==> src/rtl/uart_tx_pkg.sv <==
// Shared types and line levels for the UART transmit path.
package uart_tx_pkg;

  typedef enum logic [2:0] {
    IDLE   = 3'd0,
    START  = 3'd1,
    DATA   = 3'd2,
    PARITY = 3'd3,
    STOP   = 3'd4
  } txState_e;

  localparam logic START_BIT  = 1'b0;
  localparam logic STOP_BIT   = 1'b1;
  localparam logic IDLE_LEVEL = 1'b1;

endpackage

==> src/rtl/uart_tx_serializer.sv <==
// Data shift register and bit counter for one UART frame, LSB first.
module uart_tx_serializer #(
  parameter int DATA_WIDTH = 8
) (
  input  logic                  i_clk,
  input  logic                  i_rstN,
  input  logic                  i_load,
  input  logic                  i_shiftEn,
  input  logic [DATA_WIDTH-1:0] i_data,
  output logic                  o_serBit,
  output logic                  o_serDone
);

  localparam int CNT_W = $clog2(DATA_WIDTH);
  localparam logic [CNT_W-1:0] LAST_IDX = CNT_W'(DATA_WIDTH - 1);

  logic [DATA_WIDTH-1:0] r_shift;
  logic [CNT_W-1:0]      r_count;

  // The counter wraps explicitly so a power-of-two width never needs an extra bit.
  always_ff @(posedge i_clk or negedge i_rstN) begin
    if (!i_rstN) begin
      r_shift <= '0;
      r_count <= '0;
    end else if (i_load) begin
      r_shift <= i_data;
      r_count <= '0;
    end else if (i_shiftEn) begin
      r_shift <= {1'b0, r_shift[DATA_WIDTH-1:1]};
      r_count <= (r_count == LAST_IDX) ? '0 : r_count + 1'b1;
    end
  end

  assign o_serBit  = r_shift[0];
  assign o_serDone = i_shiftEn && (r_count == LAST_IDX);

endmodule

==> src/rtl/uart_tx_frame_ctrl.sv <==
// UART TX frame controller: start, LSB-first data, optional parity, stop.
// One CLK cycle per bit; TX_OUT and Busy come straight from flops.
module uart_tx_frame_ctrl
  import uart_tx_pkg::*;
#(
  parameter int DATA_WIDTH = 8
) (
  input  logic                  CLK,
  input  logic                  RST,
  input  logic [DATA_WIDTH-1:0] P_DATA,
  input  logic                  Data_Valid,
  input  logic                  PAR_EN,
  input  logic                  par_bit,
  output logic                  TX_OUT,
  output logic                  Busy
);

  txState_e r_state;
  txState_e w_nextState;
  logic     r_parEn;
  logic     r_dataLast;
  logic     r_txOut;
  logic     r_busy;
  logic     w_txNext;
  logic     w_load;
  logic     w_shiftEn;
  logic     w_serBit;
  logic     w_serDone;

  assign w_load = (r_state == IDLE) && Data_Valid;

  // Shift on the edge leaving START and on every DATA edge except the one leaving the last bit.
  assign w_shiftEn = (r_state == START) || ((r_state == DATA) && !r_dataLast);

  uart_tx_serializer #(
    .DATA_WIDTH(DATA_WIDTH)
  ) u_serializer (
    .i_clk     (CLK),
    .i_rstN    (RST),
    .i_load    (w_load),
    .i_shiftEn (w_shiftEn),
    .i_data    (P_DATA),
    .o_serBit  (w_serBit),
    .o_serDone (w_serDone)
  );

  always_ff @(posedge CLK or negedge RST) begin
    if (!RST) begin
      r_state    <= IDLE;
      r_txOut    <= IDLE_LEVEL;
      r_busy     <= 1'b0;
      r_parEn    <= 1'b0;
      r_dataLast <= 1'b0;
    end else begin
      r_state    <= w_nextState;
      r_txOut    <= w_txNext;
      r_busy     <= (w_nextState != IDLE);
      r_dataLast <= w_serDone;
      if (w_load) begin
        r_parEn <= PAR_EN;
      end
    end
  end

  // The line level is decoded from the next state so each bit is registered on the edge that enters it.
  always_comb begin
    w_nextState = IDLE;
    w_txNext    = IDLE_LEVEL;

    case (r_state)
      IDLE:    w_nextState = Data_Valid ? START : IDLE;
      START:   w_nextState = DATA;
      DATA: begin
        if (r_dataLast) begin
          w_nextState = r_parEn ? PARITY : STOP;
        end else begin
          w_nextState = DATA;
        end
      end
      PARITY:  w_nextState = STOP;
      STOP:    w_nextState = IDLE;
      default: w_nextState = IDLE;
    endcase

    case (w_nextState)
      IDLE:    w_txNext = IDLE_LEVEL;
      START:   w_txNext = START_BIT;
      DATA:    w_txNext = w_serBit;
      PARITY:  w_txNext = par_bit;
      STOP:    w_txNext = STOP_BIT;
      default: w_txNext = IDLE_LEVEL;
    endcase
  end

  assign TX_OUT = r_txOut;
  assign Busy   = r_busy;

endmodule

==> config.mk <==
export PLATFORM = sky130hd
export DESIGN_NAME = uart_tx_frame_ctrl
export DESIGN_NICKNAME = d
export VERILOG_FILES = /design/src/rtl/uart_tx_pkg.sv /design/src/rtl/uart_tx_serializer.sv /design/src/rtl/uart_tx_frame_ctrl.sv
export SDC_FILE = /design/constraint.sdc
export NUM_CORES = 1
export LEC_CHECK = 0
export CORE_ASPECT_RATIO = 1.25
export CORE_MARGIN = 2
export CORE_UTILIZATION = 35
export CTS_CLUSTER_DIAMETER = 80
export CTS_CLUSTER_SIZE = 24
export DETAILED_ROUTE_END_ITERATION = 10
export SKIP_LAST_GASP = 1
export SLEW_MARGIN = 10
export SYNTH_ARGS = -nofsm -noshare
export SYNTH_HDL_FRONTEND = slang
export SYNTH_SLANG_ARGS = --single-unit
==> constraint.sdc <==
create_clock -name CLK -period 2.8 [get_ports CLK]
set_input_delay 0.28 -clock CLK [delete_from_list [all_inputs] [get_ports CLK]]
set_output_delay 0.28 -clock CLK [all_outputs]
set_load 0.05 [all_outputs]
# ---- Yosys cells after proc, flatten, opt, wreduce, memory -nomap -nowiden
# Index checks and enable logic that the tools add are counted.
dict set report classes {
  add_sub_neg 1
  eq_ne 7
  n_mux 10
  n_reduce_logical 8
}
# operator n
set ops {}
lappend ops {{$mux W8} 2}
lappend ops {{$mux W3} 5}
lappend ops {{$eq A3 B2 Y1 const B} 4}
lappend ops {{$pmux W3 S4} 1}
lappend ops {{$eq A3 B1 Y1 const B} 2}
lappend ops {{$add A3 B1 Y3 const B} 1}
lappend ops {{$eq A3 B3 Y1 const B} 1}
lappend ops {{$logic_and A1 B1 Y1} 3}
lappend ops {{$logic_not A3 Y1} 1}
lappend ops {{$pmux W1 S3} 1}
lappend ops {{$reduce_bool A3 Y1} 1}
lappend ops {{$reduce_bool A2 Y1} 1}
lappend ops {{$logic_not A1 Y1} 1}
lappend ops {{$logic_or A1 B1 Y1} 1}
lappend ops {{$mux W1} 1}
dict set report totals {
  regBits 18
  in_bits 13
  output_inout_bits 2
  elab_cells 33
}

# ---- Longest topological paths before layout
dict set report logic_depth {
  ltp_word 5
  mapped_depth 6
  ltp_nobuf 4
}

# ---- Hierarchy
# Synthesis repeated with hierarchy kept, for this count alone.
dict set report unflattened {
  hier_cells 74
  hier_area_um2 839.6
}
# mod n_inst cells_each area_each_um2 seq_area_each_um2
set by_module_without_submodules {}
lappend by_module_without_submodules {uart_tx_serializer 1 48 518.0 275.3}
lappend by_module_without_submodules {uart_tx_frame_ctrl 1 26 321.6 176.4}

# ---- Worst setup path after synthesis
# OpenSTA, ideal clock, no wires.
dict set report synth_timing {
  path_type {reg2reg}
  start {register r_state[0]}
  end {register u_serializer.r_shift[3]}
  setup_ps 126
  arrival_ps 1528
  setup_slack_ps 1146
  path_stages_with_launch 6
  path_buffers 1
  path_cell_list {dfrtp_1 -> or3b_1 -> a21o_1 -> buf_6 -> and3_1 -> a221o_1}
}
dict set report synth_between {
  elab_chain_cells 4
}
# element line
set synth_rtl {}
lappend synth_rtl {{from (decl)} uart_tx_frame_ctrl.sv:18} ;# txState_e r_state;
lappend synth_rtl {{from (signal assigned)} uart_tx_frame_ctrl.sv:55} ;# r_state <= w_nextState;
lappend synth_rtl {{$eq A3 B2 Y1} uart_tx_frame_ctrl.sv:33} ;# assign w_shiftEn = (r_state == START) || ((r_state == DATA) && !r_dataLast);
lappend synth_rtl {{$logic_and A1 B1 Y1} uart_tx_frame_ctrl.sv:33}
lappend synth_rtl {{$logic_or A1 B1 Y1} uart_tx_frame_ctrl.sv:33}
lappend synth_rtl {{$reduce_bool A2 Y1 (no line)} n/a}
lappend synth_rtl {{to (signal assigned)} uart_tx_serializer.sv:26} ;# r_shift <= i_data;
lappend synth_rtl {{to (signal assigned)} uart_tx_serializer.sv:29} ;# r_shift <= {1'b0, r_shift[DATA_WIDTH-1:1]};
lappend synth_rtl {{to (decl)} uart_tx_serializer.sv:17} ;# logic [DATA_WIDTH-1:0] r_shift;
# Several ways; a longest one is shown, not always the timed one.
# A chain may end at the register's enable or synchronous reset.

# ---- Worst setup path after layout
dict set report layout_timing {
  start {register r_txOut (netlist: TX_OUT)}
  end {output TX_OUT}
}
# element line
set layout_lines {}
lappend layout_lines {{from (decl)} uart_tx_frame_ctrl.sv:22} ;# logic r_txOut;
lappend layout_lines {{from (signal assigned)} uart_tx_frame_ctrl.sv:56} ;# r_txOut <= w_txNext;
lappend layout_lines {{to (decl)} uart_tx_frame_ctrl.sv:14} ;# output logic TX_OUT,
# No word-level cell between the ends.

==> results.cfg <==
[clock_network]
cts_post_setup_buffers_inserted = 0
tritoncts = yes
post_cts_hold_buffer_count = 0
cts_repair_resize_count = 0
cts.root.buffer_cell = sky130_fd_sc_hd__clkbuf_4
cts_max_path_buffers = 2
clock-sinks = 18
htree_levels = 1
path_clk_slew_ns = 0.11
cts-buffers-inserted = 3
clk-insertion-delay-late_ns = 0.30

[flow_run]
drv.max_cap_violation_count = 0

[setup_path]
timing.critical_path.from_type = register
crit_family = buffers and inverters
reg2reg_to = u_serializer.r_shift[3]
worst_path_max_delay_cell = sky130_fd_sc_hd__clkdlybuf4s50_1
worst-endpoint-required_ns = 2.52
timing.critical_path.to_type = output pin
count_of_buffer_and_inverter_cells_on_the_critical_path = 1
ff2ff_path_depth = 4
timing.setup.critical_path_class = reg2out
cp_max_fo = 1
crit_path_cell_trace = clkdlybuf4s50_1
slowest_delay_ns = 0.79
worst_r2r_startpoint = r_state[0]
worst-r2r-setup-slack_ns = 1.04
crit_arrival_ns = 1.61

[synthesis]
yosys_register_bits = 18
synth-simple-area-share = 0.238
asyncSetResetFlopFracSynth = 1.00
ys_types = 26
muxShareOfSynthArea = 0.0138
synth_compound_gate_area_share = 0.141
synthesis.area_per_instance_um2 = 10.9
dominantRegCellSynth = sky130_fd_sc_hd__dfrtp_1
synthesis.area_um2 = 816
postSynthCellCount = 75
postSynthNetCount = 90
synth_top_area_share = 0.521
synth_largest_area_cell = sky130_fd_sc_hd__dfrtp_1
dominant_combinational_cell_family_by_area_after_synthesis = simple AND/OR/NAND/NOR gates
adder_cell_share_of_the_synthesized_area = 0.0307
netlist_top_cells_area = sky130_fd_sc_hd__dfrtp_1 (52%), sky130_fd_sc_hd__a221o_1 (7.4%), sky130_fd_sc_hd__nand2_1 (5.1%), sky130_fd_sc_hd__and3_1 (4.6%), sky130_fd_sc_hd__dfstp_2 (3.2%)
yosysWarnings = 0
synth-edff-count = 0
synth-xor-area-share = 0
synth-seq-area-share = 0.554

[detailed_routing]
drt_iter0_drc = 11
route.vias.total = 623
antenna_violating_nets_remaining = 0
post-route-drc-count = 0
via_per_inst = 5.15
dr.pass1.iters = 4
totalWireLength_um = 1550
wire_per_inst_um = 12.8

[die]
core_footprint_um2 = 2210
die_height_um = 58.0
initial_core_util = 0.369
dieWidth_um = 47.2
fp-row-count = 19
num_io_pins = 15
fp.dieArea_um2 = 2740

[sta]
clock_skew_ns = 0.00791
slew_violations = 0
grt_setup_unrepaired = no
finalHoldViolCount = 0
totalNegativeSetupSlack_ns = 0
timing.fmax_mhz = 529
tightest_slew_ns = 0.835
layout_worst_path_cycle_share = 0.675
holdWs_ns = 0.452
min_period_ns = 1.89
setup_viol = 0
worst_slew_margin_rel = 0.442

[placed_design]
number_of_cells_after_detailed_placement = 117
buffer_ports.inserted = 14
dp_hpwl_um = 1070
routabilityCongestion = 0.741

[power]
switching_power_uw = 412
power_mw = 1.09
seqPwrFrac = 0.412
vdd_ir_drop_max_mv = 0.519
pwr-share-comb = 0.440
clockPowerShare = 0.148
power.density_cell_area_nw_per_um2 = 1080
power.static_leakage_nw = 0.465
p_int_uw = 677
netSwitchingFraction = 0.378

[cells_and_area]
fill_cell_total_of_the_finished_layout = 225
synthToLayoutAreaGrowth_pct = 24.1
drive_above_1_share = 0.0778
antenna_cells = 0
post-route-util = 0.458
most_frequent_cells_in_the_layout = sky130_fd_sc_hd__dfrtp_1 (17), sky130_fd_sc_hd__clkdlybuf4s50_1 (14), sky130_fd_sc_hd__nand2_1 (11)
most_common_library_cell_in_the_layout_ignoring_fill_and_taps = sky130_fd_sc_hd__dfrtp_1
finalNonFillerCells = 121
num-nets-final = 106

[status]
status = completed

[grt]
number_of_antenna_violations_at_the_first_check_in_global_routing = 0
grt_remaining_overflow = 0
first_global_vias = 602
grt_use_total = 0.143
wire_length_of_the_first_global_routing_pass_um = 2660
grt_start_max_net_pins = 19

[worst_hold_path]
hp-class = in2async
## cell type report
type,instances,area (µm²),area share
Clock buffer,4,36.3,0.0358
Multi-Input combinational cell,54,345,0.341
Sequential cell,18,452,0.446
Tap cell,31,38.8,0.0383
Timing Repair Buffer,14,140,0.138
## metrics by stage
stage,instance area [µm²],setup WS [ns]
2_1_floorplan,816,1.15
3_3_place_gp,976,1.10
3_5_place_dp,976,1.08
4_1_cts,1010,0.893
5_1_grt,1010,0.849
6_report,1010,0.909
## sequential cells by signal, summed over array words and instances, names as in the netlist
name	cells
u_serializer.r_count	3
Busy	1
r_parEn	1
u_serializer.r_shift	8
r_state	3
TX_OUT	1
r_dataLast	1
## power by group through the flow
stage | registers, mW | clock network (mW) | logic (mW)
final | 0.449 | 0.161 | 0.479
after global routing | 0.463 | 0.183 | 0.535
after CTS | 0.450 | 0.168 | 0.486
after detailed placement | 0.454 | 0 | 0.486
after global placement | 0.453 | 0 | 0.475
after floorplan | 0.481 | 0 | 0.346
## worst max path at each step
stage	slack, ns	depth (start not counted)	from	to
after global placement	1.10	4	r_state[0]	u_serializer.r_shift[3]
final	0.91	1	TX_OUT	TX_OUT
after global routing	0.85	1	TX_OUT	TX_OUT
after detailed placement	1.08	4	r_state[0]	u_serializer.r_shift[6]
after CTS	0.89	1	TX_OUT	TX_OUT
after floorplan	1.15	5	r_state[0]	u_serializer.r_shift[3]
## cell usage after synthesis, types with 2 or more instances
| master | n |
|---|---|
| sky130_fd_sc_hd__nor3b_1 | 2 |
| sky130_fd_sc_hd__and2_1 | 2 |
| sky130_fd_sc_hd__or3_1 | 3 |
| sky130_fd_sc_hd__a221o_1 | 6 |
| sky130_fd_sc_hd__ha_1 | 2 |
| sky130_fd_sc_hd__clkbuf_1 | 2 |
| sky130_fd_sc_hd__nand2_1 | 11 |
| sky130_fd_sc_hd__and3_1 | 6 |
| sky130_fd_sc_hd__nor2_1 | 4 |
| sky130_fd_sc_hd__a21oi_1 | 5 |
| sky130_fd_sc_hd__dfrtp_1 | 17 |
## logic make-up (layout without fill, tap and decap cells)
logic type                 Yosys count  after routing
AOI/OAI and AO/OA                   15             15
adders and majority gates            2              2
buffers and inverters                3             18
DFF                                 18             18
muxes                                1              1
and+or+nand+nor                     36             36
## routing by layer
layer | share of wire | track usage | wire length [µm] | up-vias
met5 | 0 | 0 | 0 | -
met4 | 0.020 | 0.0952 | 31 | 0
met3 | 0.046 | 0.0374 | 71 | 4
met2 | 0.46 | 0.215 | 710 | 18
met1 | 0.48 | 0.174 | 737 | 299
li1 | - | - | - | 302
Note: power is estimated with default switching activity, not from simulation.
